### config.mk
export PLATFORM = sky130hd
export DESIGN_NAME = reg_file_sb
export DESIGN_NICKNAME = d
export VERILOG_FILES = /design/src/rtl/rf_pkg.sv /design/src/rtl/reg_file_sb_scoreboard.sv /design/src/rtl/reg_file_sb.sv
export SDC_FILE = /design/constraint.sdc
export NUM_CORES = 2
export LEC_CHECK = 0
export BUFFER_PORTS_ARGS = -buffer_cell sky130_fd_sc_hd__buf_2
export CAP_MARGIN = 10
export CORE_MARGIN = 3
export CORE_UTILIZATION = 64
export DETAILED_ROUTE_END_ITERATION = 16
export PLACE_DENSITY = 0.81
export SYNTH_ARGS = -nofsm -noshare
export SYNTH_HDL_FRONTEND = slang
export SYNTH_HIERARCHICAL = 1
export SYNTH_SLANG_ARGS = --single-unit
### constraint.sdc
create_clock -name clk -period 2.55 [get_ports clk]
set_input_delay 0.255 -clock clk [delete_from_list [all_inputs] [get_ports clk]]
set_output_delay 0.255 -clock clk [all_outputs]
set_load 0.005 [all_outputs]
### src/rtl/rf_pkg.sv
// Shared defaults, address-width helper and common types for the register file slice.
package rf_pkg;

    localparam int unsigned XLEN_DEF  = 32;
    localparam int unsigned NREGS_DEF = 32;

    // Address width for a given register count; never narrower than one bit.
    function automatic int unsigned rf_aw(input int unsigned nregs);
        return (nregs <= 2) ? 1 : $clog2(nregs);
    endfunction

    localparam int unsigned AW_DEF = rf_aw(NREGS_DEF);

    typedef logic [AW_DEF-1:0]   regaddr_t;
    typedef logic [XLEN_DEF-1:0] word_t;

endpackage

### src/rtl/reg_file_sb_scoreboard.sv
// Busy-bit scoreboard: tracks registers with an outstanding producer and stalls WAW issues.
module reg_scoreboard
    import rf_pkg::*;
#(
    parameter int unsigned NREGS = NREGS_DEF,
    parameter int unsigned NWR   = 1,
    parameter int unsigned AW    = rf_aw(NREGS)
) (
    input  logic              clk_i,
    input  logic              rst_ni,
    input  logic [NWR-1:0]    wr_act_i,
    input  logic [NWR*AW-1:0] wr_addr_i,
    input  logic              iss_valid_i,
    input  logic [AW-1:0]     iss_rd_i,
    output logic              iss_ready_o,
    output logic [NREGS-1:0]  busy_o
);

    logic [NREGS-1:0] busy_q;
    logic [NREGS-1:0] busy_d;
    logic [NREGS-1:0] clr;
    logic [NREGS-1:0] set;
    logic             ready;

    always_comb begin
        clr = '0;
        for (int unsigned j = 0; j < NWR; j++) begin
            if (wr_act_i[j]) begin
                clr[wr_addr_i[j*AW +: AW]] = 1'b1;
            end
        end
    end

    // A write retiring the current producer frees the slot in the same cycle.
    assign ready = (iss_rd_i == '0) || !busy_q[iss_rd_i] || clr[iss_rd_i];

    always_comb begin
        set = '0;
        if (iss_valid_i && ready && (iss_rd_i != '0)) begin
            set[iss_rd_i] = 1'b1;
        end
        // Set after clear: a new producer outranks the retiring one.
        busy_d    = (busy_q & ~clr) | set;
        busy_d[0] = 1'b0;
    end

    always_ff @(posedge clk_i or negedge rst_ni) begin
        if (!rst_ni) begin
            busy_q <= '0;
        end else begin
            busy_q <= busy_d;
        end
    end

    assign iss_ready_o = ready;
    assign busy_o      = busy_q;

endmodule

### src/rtl/reg_file_sb.sv
// Multi-ported register file with x0 hardwired to zero, optional write bypass and a WAW scoreboard.
module reg_file_sb
    import rf_pkg::*;
#(
    parameter int unsigned XLEN   = XLEN_DEF,
    parameter int unsigned NREGS  = NREGS_DEF,
    parameter int unsigned NRD    = 2,
    parameter int unsigned NWR    = 1,
    parameter int unsigned BYPASS = 1
) (
    input  logic                     clk,
    input  logic                     rst_n,
    input  logic [NRD*rf_aw(NREGS)-1:0] rd_addr,
    output logic [NRD*XLEN-1:0]      rd_data,
    output logic [NRD-1:0]           rd_busy,
    input  logic [NWR-1:0]           wr_en,
    input  logic [NWR*rf_aw(NREGS)-1:0] wr_addr,
    input  logic [NWR*XLEN-1:0]      wr_data,
    input  logic                     iss_valid,
    input  logic [rf_aw(NREGS)-1:0]  iss_rd,
    output logic                     iss_ready
);

    localparam int unsigned AW = rf_aw(NREGS);

    logic [XLEN-1:0]  regs_q [NREGS];
    logic [NWR-1:0]   wr_act;
    logic [NREGS-1:0] busy;

    // Gating with rst_n keeps bypass data and scoreboard clears invisible during reset.
    always_comb begin
        wr_act = '0;
        for (int unsigned j = 0; j < NWR; j++) begin
            wr_act[j] = rst_n && wr_en[j] && (wr_addr[j*AW +: AW] != '0);
        end
    end

    // Ascending port order lets the highest-numbered port win on address collisions.
    always_ff @(posedge clk or negedge rst_n) begin
        if (!rst_n) begin
            for (int unsigned r = 0; r < NREGS; r++) begin
                regs_q[r] <= '0;
            end
        end else begin
            for (int unsigned j = 0; j < NWR; j++) begin
                if (wr_act[j]) begin
                    regs_q[wr_addr[j*AW +: AW]] <= wr_data[j*XLEN +: XLEN];
                end
            end
        end
    end

    always_comb begin
        logic [AW-1:0]   a;
        logic            hit;
        logic [XLEN-1:0] fwd;
        rd_data = '0;
        rd_busy = '0;
        for (int unsigned i = 0; i < NRD; i++) begin
            a   = rd_addr[i*AW +: AW];
            hit = 1'b0;
            fwd = '0;
            for (int unsigned j = 0; j < NWR; j++) begin
                if (wr_act[j] && (wr_addr[j*AW +: AW] == a)) begin
                    hit = 1'b1;
                    fwd = wr_data[j*XLEN +: XLEN];
                end
            end
            if ((BYPASS != 0) && hit) begin
                rd_data[i*XLEN +: XLEN] = fwd;
                rd_busy[i]              = 1'b0;
            end else begin
                rd_data[i*XLEN +: XLEN] = regs_q[a];
                rd_busy[i]              = busy[a];
            end
        end
    end

    reg_scoreboard #(
        .NREGS (NREGS),
        .NWR   (NWR),
        .AW    (AW)
    ) u_scoreboard (
        .clk_i       (clk),
        .rst_ni      (rst_n),
        .wr_act_i    (wr_act),
        .wr_addr_i   (wr_addr),
        .iss_valid_i (iss_valid),
        .iss_rd_i    (iss_rd),
        .iss_ready_o (iss_ready),
        .busy_o      (busy)
    );

endmodule

==> results.toml <==
[outcome]
status = "finished with violations"
failed_checks = "negative setup slack"

[sta]
rsz0062_at_grt = "true"
worst_pin_slew_ps = 1060
finalHoldViolCount = 0
maxSlewHeadroom = 0.292
fin_crit_sh = 1.10
fmax_mhz = 356
slew_viol_final = 0
worst_clock_skew_ps = 11.5
setup_viol_count_final = 22
fin_ws_ps = -262
min_period_ps = 2810

[clock_tree]
clockRootBuffer = "clkbuf_16"
numCtsBuffers = 109
htree_levels = 3
clkSlewWorstSetupHoldPaths_ps = 60
cts_sinks = 1055
tritoncts = "built"
clk_latency_ps = 690
ctsLongestPathBuffers = 3

[synth]
ys_seq_area_frac = 0.472
synthMuxAreaShare = 0.418
synth_nets = 3762
synthSimpleGateAreaFrac = 0.0253
avgSynthCellArea_um2 = 15.1
synth_top_area_cell = "dfrtp_1"
ys_warn_count = 6
synth-compound-area-share = 0.0430
synth-seq-cells = 1055
synth_top_cell_area_share = 0.472
synth_adder_area_share = 0
synthesis.area_um2 = 55900
synth_cell_types = 47
synth_top_family_by_area = "multiplexers"
synthXorXnorAreaFrac = 0.00235
synth_area_leaders = "dfrtp_1, mux4_2, mux2_2, mux2_1, o22ai_1"
synthesis.instances = 3706

[floorplanning]
dieArea_um2 = 90900
start_util = 0.651
rows = 107
die_h_um = 302
die_w_um = 302
ioPinCount = 123
core_region_area_um2 = 85800

[placement]
hpwl_um = 109000
dp_cells = 4826
place.gp.congestion = 0.893
io_buffers = 122

[critical_path]
path_class = "register to output port"
r2r_slack_ps = 340
critPathCapture = "rd_busy[0]"
worstSetupEndpointType = "output port"
crit_arrival_ps = 2560
r2r-start = "u_scoreboard/busy_o[4]$_DFF_PN0_"
reg2reg_to = "u_scoreboard/busy_o[11]$_DFF_PN0_"
critPathMaxFanout = 4
crit_start = "u_scoreboard/busy_o[15]$_DFF_PN0_"
rr_worst_depth = 8
start_kind = "register"
required_ps = 2300

[detailed_routing]
wl_met2_um = 83000
via_per_inst = 7.67
drt_iter0_markers = 5437
ant_nets = 0
wl_um = 182000
wire_per_inst_um = 35.6
dr.pass1.iters = 6
top_layer = "met5"
drc = 0
met1_length_um = 63200
dr_wl_met3_um = 22100
vias = 39200

[final_layout]
stdcell_count = 5113
area_growth_pct = 16.5
multiInputGateArea_um2 = 28500
final_common_cell = "dfrtp_1"
layout-drive-gt1-share = 0.547
fillCellCount = 4578
nNetsFinal = 3934
ff_latch_area_um2 = 26400
final_cell_mix = "dfrtp_1, mux2_2, mux4_2, mux2_1, buf_4"
fin_util = 0.759

[pwr]
pwr-share-comb = 0.186
p_sw_frac = 0.269
switchingPower_mw = 12.3
power_density_nw_per_um2 = 702
seqPwrFrac = 0.456
ir_drop_mv = 0.596
clkPwrFrac = 0.358
p_int_mw = 33.4
p_leak_nw = 29.0

[grt]
grt_pass1_wl_um = 265000
grt_max_degree = 149
antenna_found_initial = 7
grt_pass1_vias = 40700
grt_overflow = 0
track_usage = 0.396

[worst_hold_path]
hp-start = "iss_rd[2]"
hp-class = "input pin to register"

[job]
maxCapViolCount = 0
state kept, by name, summed over array words and instances (netlist names):
register and cells:
regs_q 1024, u_scoreboard/busy_o 31
power groups by stage:
stage	sequential, mW	clock [mW]	combinational [mW]
CTS	20.7	16.4	8.03
detailed placement	21.0	0	7.69
floorplan	20.3	0	5.56
global placement	20.6	0	7.35
global route	21.0	17.2	8.96
finish	20.9	16.4	8.51
Yosys cell counts (all sizes together):
master	count
mux2	996
nor2	29
a221oi	2
nand2b	7
or4	62
o22ai	252
nand3	14
clkbuf	198
mux4	532
o21ai	110
nand3b	12
nor4	4
o31ai	17
nor3	7
and2	1
nand2	95
a211oi	1
a21boi	2
buf	236
or3b	7
a22o	1
or2	2
nor2b	10
mux2i	16
a21o	2
and3	5
xor2	8
or3	4
o32ai	2
o221ai	1
nor3b	2
a31oi	3
conb	1
dfrtp	1055
a32oi	1
a2111oi	1
xnor2	7
inv	1
worst min-delay path by stage:
| stage | end | slack, ps | cells past startpoint |
|---|---|---|---|
| 6_report | u_scoreboard/busy_o[30]$_DFF_PN0_ | 90 | 3 |
| 5_1_grt | u_scoreboard/busy_o[28]$_DFF_PN0_ | 100 | 3 |
| 4_1_cts | u_scoreboard/busy_o[30]$_DFF_PN0_ | 60 | 3 |
| 3_5_place_dp | regs_q[1015]$_DFFE_PN0P_ | 380 | 0 |
| 3_3_place_gp | regs_q[998]$_DFFE_PN0P_ | 380 | 0 |
| 2_1_floorplan | regs_q[0]$_DFFE_PN0P_ | -40 | 0 |
metrics by stage:
stage | hold WS, ps | cell area, um2 | setup WS [ps] | power [mW] | setup TNS [ps]
floorplan | -40.6 | 55900 | 413 | 25.9 | 0
CTS | 57.4 | 64100 | -274 | 45.2 | -1120
finish | 89.7 | 65100 | -262 | 45.7 | -1270
global route | 101 | 65100 | -306 | 47.2 | -2420
global placement | 376 | 59700 | -14.0 | 28.0 | -14.0
detailed placement | 384 | 59700 | -34.9 | 28.7 | -72.6
cell families (layout without fill, tap and decap cells):
kind of cell / count (synthesis) / after routing
AO/OA/AOI/OAI: 395 / 395
multiplexers: 1544 / 1544
XOR/XNOR: 15 / 15
other: 1 / 5
buffers and inverters: 435 / 694
flip-flops: 1055 / 1055
AND/OR/NAND/NOR: 261 / 261
worst max-delay path, stage by stage, from the launching register on:
cell and delay (ps):
dfrtp_1 430, mux4_2 480, mux4_2 510, mux2i_4 240, nor2_2 70, buf_2 130
per-layer routing:
| metal | up-vias | GRT usage |
|---|---|---|
| li1 | 14800 | - |
| met1 | 20600 | 0.516 |
| met2 | 3035 | 0.589 |
| met3 | 814 | 0.120 |
| met4 | 6 | 0.248 |
| met5 | - | 0 |
repair_timing:
item	CTS	global route
buffers inserted	30	51
endpoints found under the setup margin	46	66
hold buffers	2	0
endpoints found under the hold margin	188	0
cloned	0	3
pin swaps	36	76
gates resized for setup	89	122
area by class of cell:
cell class | instances | area share
tap | 1144 | 0.0220
sequential | 1055 | 0.405
multi-input combinational | 2216 | 0.438
timing repair buffer | 495 | 0.0786
antenna | 4 | 0.000154
clock inverter | 34 | 0.00595
inverter | 1 | 0.0000576
clock buffer | 164 | 0.0502
(Power assumes the default switching activity.)
